File: src/rtl/updown_counter.sv
// updown_counter: parametrised synchronous up/down modulo counter with parallel
// load, cascadable terminal count and a sticky wrap flag.
// Build option: define UPDOWN_COUNTER_SATURATE_EN to saturate at the range ends
// instead of wrapping; wrapped then records a blocked count.

module updown_counter #(
  parameter int unsigned WIDTH   = 3,
  parameter int unsigned MODULUS = 8
) (
  input  logic             clk,
  input  logic             rst,
  input  logic             en,
  input  logic             up,
  input  logic             load,
  input  logic [WIDTH-1:0] load_val,
  input  logic             clr_flag,
  output logic [WIDTH-1:0] state,
  output logic             tc,
  output logic             wrapped
);

  // Reject an out-of-range modulus at elaboration time.
  if ((MODULUS < 2) || (64'(MODULUS) > (64'd1 << WIDTH))) begin : gen_bad_modulus
    $error("updown_counter: MODULUS must satisfy 2 <= MODULUS <= 2**WIDTH");
  end

  localparam logic [WIDTH-1:0] MaxVal  = WIDTH'(MODULUS - 1);
  // One extra bit so MODULUS == 2**WIDTH is representable for the clamp compare.
  localparam logic [WIDTH:0]   ModWide = (WIDTH + 1)'(MODULUS);

  logic [WIDTH-1:0] state_q, state_d;
  logic             wrapped_q, wrapped_d;
  logic             at_max, at_zero;
  logic             wrap_evt;

  assign at_max  = (state_q == MaxVal);
  assign at_zero = (state_q == '0);

  // Next-state selection: load beats count; range ends wrap or saturate.
  always_comb begin
    state_d  = state_q;
    wrap_evt = 1'b0;
    if (load) begin
      if ({1'b0, load_val} >= ModWide) begin
        state_d = MaxVal;
      end else begin
        state_d = load_val;
      end
    end else if (en) begin
      if (up) begin
        if (at_max) begin
          wrap_evt = 1'b1;
`ifdef UPDOWN_COUNTER_SATURATE_EN
          state_d  = MaxVal;
`else
          state_d  = '0;
`endif
        end else begin
          state_d = state_q + WIDTH'(1);
        end
      end else begin
        if (at_zero) begin
          wrap_evt = 1'b1;
`ifdef UPDOWN_COUNTER_SATURATE_EN
          state_d  = '0;
`else
          state_d  = MaxVal;
`endif
        end else begin
          state_d = state_q - WIDTH'(1);
        end
      end
    end
  end

  // Sticky flag: a wrap on the same edge as a clear wins.
  always_comb begin
    wrapped_d = wrapped_q;
    if (wrap_evt) begin
      wrapped_d = 1'b1;
    end else if (clr_flag) begin
      wrapped_d = 1'b0;
    end
  end

  // State registers with synchronous active-low reset.
  always_ff @(posedge clk) begin
    if (!rst) begin
      state_q   <= '0;
      wrapped_q <= 1'b0;
    end else begin
      state_q   <= state_d;
      wrapped_q <= wrapped_d;
    end
  end

  assign tc      = en & ~load & (up ? at_max : at_zero);
  assign state   = state_q;
  assign wrapped = wrapped_q;

endmodule

File: config.mk
export PLATFORM = sky130hd
export DESIGN_NAME = updown_counter
export DESIGN_NICKNAME = d
export VERILOG_FILES = /design/src/rtl/updown_counter.sv
export SDC_FILE = /design/constraint.sdc
export NUM_CORES = 1
export LEC_CHECK = 0
export BUFFER_PORTS_ARGS = -buffer_cell sky130_fd_sc_hd__buf_2
export CORE_AREA = 2 2 39 41
export CTS_BUF_LIST = sky130_fd_sc_hd__clkbuf_16
export DETAILED_ROUTE_END_ITERATION = 16
export DIE_AREA = 0 0 41 43
export PLACE_DENSITY = 0.46
export SKIP_LAST_GASP = 1
export SYNTH_ARGS = -nofsm -noshare
export SYNTH_HDL_FRONTEND = slang
export SYNTH_SLANG_ARGS = --single-unit
File: constraint.sdc
create_clock -name clk -period 2 [get_ports clk]
set_clock_uncertainty 0.15 [all_clocks]
set_input_delay 0.3 -clock clk [delete_from_list [all_inputs] [get_ports clk]]
set_output_delay 0.3 -clock clk [all_outputs]
set_load 0.01 [all_outputs]
==> run summary, run 1 <==
DIE HEIGHT -> 43 um
post-synthesis cell count -> 36
vias in the first global route -> 303
initial antenna violation count -> 0
largest family of logic cells by synthesized area -> simple AND/OR/NAND/NOR gates
post-route ant nets -> 0
TNS Setup -> 0 ns
port bufs -> 13
Row Count -> 14
Worst Setup Start Kind -> flop
commonest register cell after synthesis -> dfxtp_1
Async SR Flop Fraction -> 0%
max frequency -> 523 MHz
drt total wl -> 711 um
Fin. Hold Viols -> 0
Hold Worst Slack -> 0.143 ns
Slew @ Worst Pin -> 0.236 ns
Pre-antenna DRT Iters -> 2
Core Area -> 0.00138 sq mm
Yosys cell types -> 17
CTS H-tree lvls -> 1
vias per inst -> 4.49
CTS Buf Count -> 3
worst min path class -> in -> reg
Starting Density -> 23.0%
Placed Area -> 403 sq um
wire length per cell -> 10.5 um
commonest non-fill, non-tap cell in the layout -> buf_2
drt drc -> 0
adder-cell share of the synthesized area -> 15.7%
diodes inserted -> 0
buffer levels on the longest clock path -> 2
worst relative slew slack -> 84.3%
post-synthesis mux area share -> 0%
global-route wire length before repair -> 1.21 mm
Mapped Avg Cell Area -> 8.83 sq um
Clock Latency Late Sink -> 0.22 ns
Cell Pwr Density -> 964 mW/mm^2
CTS Sinks -> 4
flops & latches, synth -> 4
status -> completed
largest net degree at the start of global routing -> 8
setup bufs post-CTS -> 0
hold-fix buffer count after cts -> 0
P&R area growth vs syn -> 53.5%
Crit path arrival time -> 1.46 ns
synth top area cells -> dfxtp_1 25%, ha_1 16%, nor3b_1 9.4%, a21oi_1 7.9%, nor2b_1 5.9%
CP Class -> reg -> out
initial drt markers -> 1
DIE WIDTH -> 41 um
hpwl dp -> 564 um
cell area after layout -> 488 sq um
RSZ-0062 raised after global routing -> false
Peak VDD IR -> 0.501 mV
net count after synthesis -> 49
Warnings, synthesis -> 0
Synth Area in XOR/XNOR -> 0%
routed vias -> 305
fin crit period -> 1.91 ns
Worst path slowest cell -> or3b_4
Die Area -> 0.00176 sq mm
clock transition at the registers of the reported paths -> 0.03 ns
commonest non-fill, non-tap cells in the layout -> 13 x buf_2, 4 x nor3b_1, 4 x a21oi_1
Critical Path End Type -> output port
period utilisation layout -> 95.6%
share of cells above drive strength 1 -> 46.2%
gpl congestion -> 0.687
max-cap violation count -> 0
root buffer cell -> clkbuf_16
slowest stage delay, CP -> 0.38 ns
gr usage total -> 10.8%
final slew viol count -> 0
ordered cell list for the critical path -> inv_1 > ha_2 > or3b_4 > a21oi_2 > buf_2
CP required -> 1.55 ns
fin nets -> 67
Synth area leader -> dfxtp_1
Leak -> 0.220 nW
Finish-stage setup viols -> 0
gr ovfl total -> 0
# IOs -> 14
compound-gate portion of the synthesized area -> 22.0%
Synth Area in Simple Gates -> 32.3%
number of synthesized flops with an enable pin -> 0
sequential area share after synthesis -> 25.2%
TritonCTS clock tree -> yes
Cell Area, Synth -> 318 sq um
post-synth top area share -> 25.2%
crit-path max FO -> 4
## layer usage
metal  vias to the layer above  share of wire (%)  track usage, %
met4                         0                1.5            4.00
li1                        161                  -               -
met3                         2                5.6            6.28
met1                       136                 41            10.6
met5                         -                  0               0
met2                         6                 52            17.5
## cell families (layout without fill, tap and decap cells)
group	after synthesis	count (layout)
AND/OR/NAND/NOR	14	14
AO/OA/AOI/OAI	10	10
adder cells (fa/ha/maj)	4	4
flip-flops	4	4
buffers and inverters	4	20
## path summary, 6_finish.rpt
path                               start  endpoint  slack (ns)  depth (start not counted)
worst min register to register   wrapped   wrapped        0.42                          2
worst max register to register  state[0]  state[1]        0.32                          5
worst min-delay path                 rst   wrapped        0.14                          2
worst max-delay path            state[1]        tc        0.09                          5
## cells in the mapped netlist (2+ instances only)
| cell type | instances |
|---|---|
| nand2_1 | 2 |
| nor3b_1 | 4 |
| inv_1 | 3 |
| a21oi_1 | 5 |
| nor2b_1 | 3 |
| dfxtp_1 | 4 |
| o22ai_1 | 2 |
| ha_1 | 4 |
## state kept, by name (all words and copies together), names as in the netlist
register,count
state,3
wrapped,1
## per-stage QoR
| stage | worst slack, ns | power, W | utilization (%) | instances |
|---|---|---|---|---|
| after floorplan | 0.343 | 0.000133 | - | 36 |
| after CTS | 0.0163 | 0.000473 | 34.5 | 68 |
| after global routing | 0.0148 | 0.000494 | 35.3 | 68 |
| final | 0.0884 | 0.000470 | 35.3 | 68 |
| after global placement | 0.242 | 0.000160 | 29.1 | 65 |
| after detailed placement | 0.249 | 0.000159 | 29.1 | 65 |
## power by group
group          internal [W]  switching [W]
clock network      0.000255      0.0000534
logic             0.0000357      0.0000322
registers         0.0000867     0.00000716
## cell type report
class                      instances  area (sq um)
fill                             137           896
tap                               16          20.0
multi-input combinational         28           231
sequential                         4          81.3
inverter                           4          15.0
clock buffer                       3          75.1
timing repair buffer              13          65.1
## timing repair
action                                 4_1_cts  5_1_grt
setup endpoints to repair                    0        1
gates resized for setup                      0        5
endpoints found under the hold margin        0        0
## critical path, delay by kind of cell, from the launching register on
family | cells | cell delay [ns]
and+or+nand+nor | 1 | 0.38
DFF | 1 | 0.32
buffers and inverters | 2 | 0.22
adders and majority gates | 1 | 0.18
AOI/OAI and AO/OA | 1 | 0.14
Power figures use the tool's default switching activity.
==> inputs of run 2 (changes only) <==
CELL_PAD_IN_SITES_DETAIL_PLACEMENT = 2   (was default)
CELL_PAD_IN_SITES_GLOBAL_PLACEMENT = 2   (was default)
CORE_AREA = default   (was 2 2 39 41)
CORE_UTILIZATION = 23   (was default)
DIE_AREA = default   (was 0 0 41 43)
PLACE_DENSITY = 0.71   (was 0.46)
==> run 2 against run 1 <==
Compared with the run above:
- critical path depth unchanged
- sequential power about the same
- largest cell class unchanged
- worst hold slack better by 0.0029 ns
- critical path type unchanged
==> run summary, run 2 (synthesis gave the netlist of run 1 again) <==
status -> completed
hpwl dp -> 711 um (+26%)
Clock Latency Late Sink -> 0.22 ns (about the same)
DIE HEIGHT -> 39.2 um (-8.9%)
setup bufs post-CTS -> 0 (unchanged)
CP required -> 1.55 ns (about the same)
Critical Path End Type -> output port
gr ovfl total -> 0 (unchanged)
commonest non-fill, non-tap cell in the layout -> buf_2
CP Buf/Inv Count -> 2 (unchanged)
Cell Pwr Density -> 961 mW/mm^2 (-0.30%)
ordered cell list for the critical path -> inv_2 > ha_2 > or3b_4 > a21oi_4 > buf_6
clock transition at the registers of the reported paths -> 0.03 ns (about the same)
drt drc -> 0 (unchanged)
Non-Filler Instances -> 67 (-1.5%)
power after layout -> 0.000481 W (+2.3%)
RSZ-0062 raised after global routing -> false
Placed Cells -> 64 (-1.5%)
wire length per cell -> 14.3 um (+37%)
drt total wl -> 959 um (+35%)
final slew viol count -> 0 (unchanged)
TNS Setup -> 0 ns (unchanged)
post-route ant nets -> 0 (unchanged)
initial drt markers -> 2 (+1)
gpl congestion -> 0.707 (+2.9%)
CTS H-tree lvls -> 1 (unchanged)
global-route wire length before repair -> 1.43 mm (+18%)
P&R area growth vs syn -> 57.5%
buffer levels on the longest clock path -> 2 (unchanged)
fin nets -> 67 (unchanged)
vias per inst -> 4.76 (+6.2%)
max-cap violation count -> 0 (unchanged)
Core Area -> 0.00128 sq mm (-7.1%)
Leak -> 0.221 nW (+0.50%)
routed vias -> 319 (+4.6%)
crit-path max FO -> 4 (unchanged)
TritonCTS clock tree -> yes
DIE WIDTH -> 39.2 um (-4.5%)
period utilisation layout -> 97.1% (+1.5 points)
vias in the first global route -> 304 (+0.33%)
diodes inserted -> 0 (unchanged)
Pre-antenna DRT Iters -> 4 (+2)
CTS Buf Count -> 3 (unchanged)
gr usage total -> 16.7% (+6.0 points)
largest net degree at the start of global routing -> 8 (unchanged)
CP Class -> reg -> out
Finish-stage setup viols -> 0 (unchanged)
Starting Density -> 24.7% (+1.8 points)
share of cells above drive strength 1 -> 48.1% (+1.9 points)
root buffer cell -> clkbuf_16
CTS Sinks -> 4 (unchanged)
fin crit period -> 1.94 ns (+0.0301 ns)
Row Count -> 13 (-1)
port bufs -> 13 (unchanged)
commonest non-fill, non-tap cells in the layout -> 12 x buf_2, 4 x nor3b_1, 4 x a21oi_1
Die Area -> 0.00153 sq mm (-13%)
Crit path arrival time -> 1.49 ns (+0.03 ns)
max FFs per register -> 3 (unchanged)
worst min path class -> in -> reg
worst relative slew slack -> 85.1% (+0.82 points)
Hold Worst Slack -> 0.146 ns (+0.00292 ns)
cell area after layout -> 500 sq um (+2.6%)
max frequency -> 515 MHz (-1.6%)
initial antenna violation count -> 0 (unchanged)
Peak VDD IR -> 0.410 mV (-18%)
Worst Setup Start Kind -> flop
Placed Area -> 402 sq um (-0.31%)
CP delay by family, top -> simple AND/OR/NAND/NOR gates
Worst path slowest cell -> or3b_4
Fin. Hold Viols -> 0 (unchanged)
# IOs -> 14 (unchanged)
Slew @ Worst Pin -> 0.223 ns (-0.0122 ns)
slowest stage delay, CP -> 0.39 ns (about the same)
==> run 2: cell counts in the layout (fill, tap and decap cells not counted) <==
Identical to the previous run, type by type.
==> run 2: through the flow <==
stage | utilization, % | worst slack (ns)
4_1_cts | 37.4 | 0.00295
3_3_place_gp | 31.3 | 0.290
6_report | 38.9 | 0.0583
2_1_floorplan | - | 0.343
5_1_grt | 38.9 | 0.00294
3_5_place_dp | 31.3 | 0.253
==> run 2: worst paths after layout <==
kind | cells after the start | to | from | slack, ns
worst max-delay path | 5 | tc | state[1] | 0.06
worst min-delay path | 2 | wrapped | rst | 0.15
worst max register to register | 5 | state[1] | state[1] | 0.26
worst min register to register | 2 | wrapped | wrapped | 0.44
==> run 2: routing by layer <==
layer  GRT usage (%)  routed length [um]  vias up  share of wire [%]
met5               0                   0        -                  0
met2            24.2                 472        8                 49
met4            20.7                  27        0                2.8
met1            17.1                 431      148                 45
met3            5.20                  27        2                2.8
li1                -                   -      161                  -
==> run 2: repair_timing <==
action | in CTS | in global routing
hold buffers | 0 | 0
resized for setup | 1 | 7
pin swaps | 1 | 1
endpoints found under the setup margin | 1 | 1
gates cloned | 0 | 0
==> run 2: power breakdown <==
part	switching, W	leakage, nW	internal [W]
combinational	0.0000360	0.150	0.0000374
clock	0.0000579	0.0370	0.000256
sequential	0.00000734	0.0333	0.0000867
==> run 2: worst reg2reg max path, delay by kind of cell, from the launching register on <==
| family | cells | cell delay [ns] |
|---|---|---|
| AOI/OAI and AO/OA | 1 | 0.25 |
| adders and majority gates | 2 | 0.38 |
| DFF | 1 | 0.33 |
| and+or+nand+nor | 2 | 0.54 |
==> run 2: area by class of cell <==
class,instances,area (sq um)
fillers,148,785
multi-input cells,28,239
flip-flops and latches,4,81.3
clock buffers,3,75.1
repair buffers,13,71.3
well taps,15,18.8
inverters,4,15.0
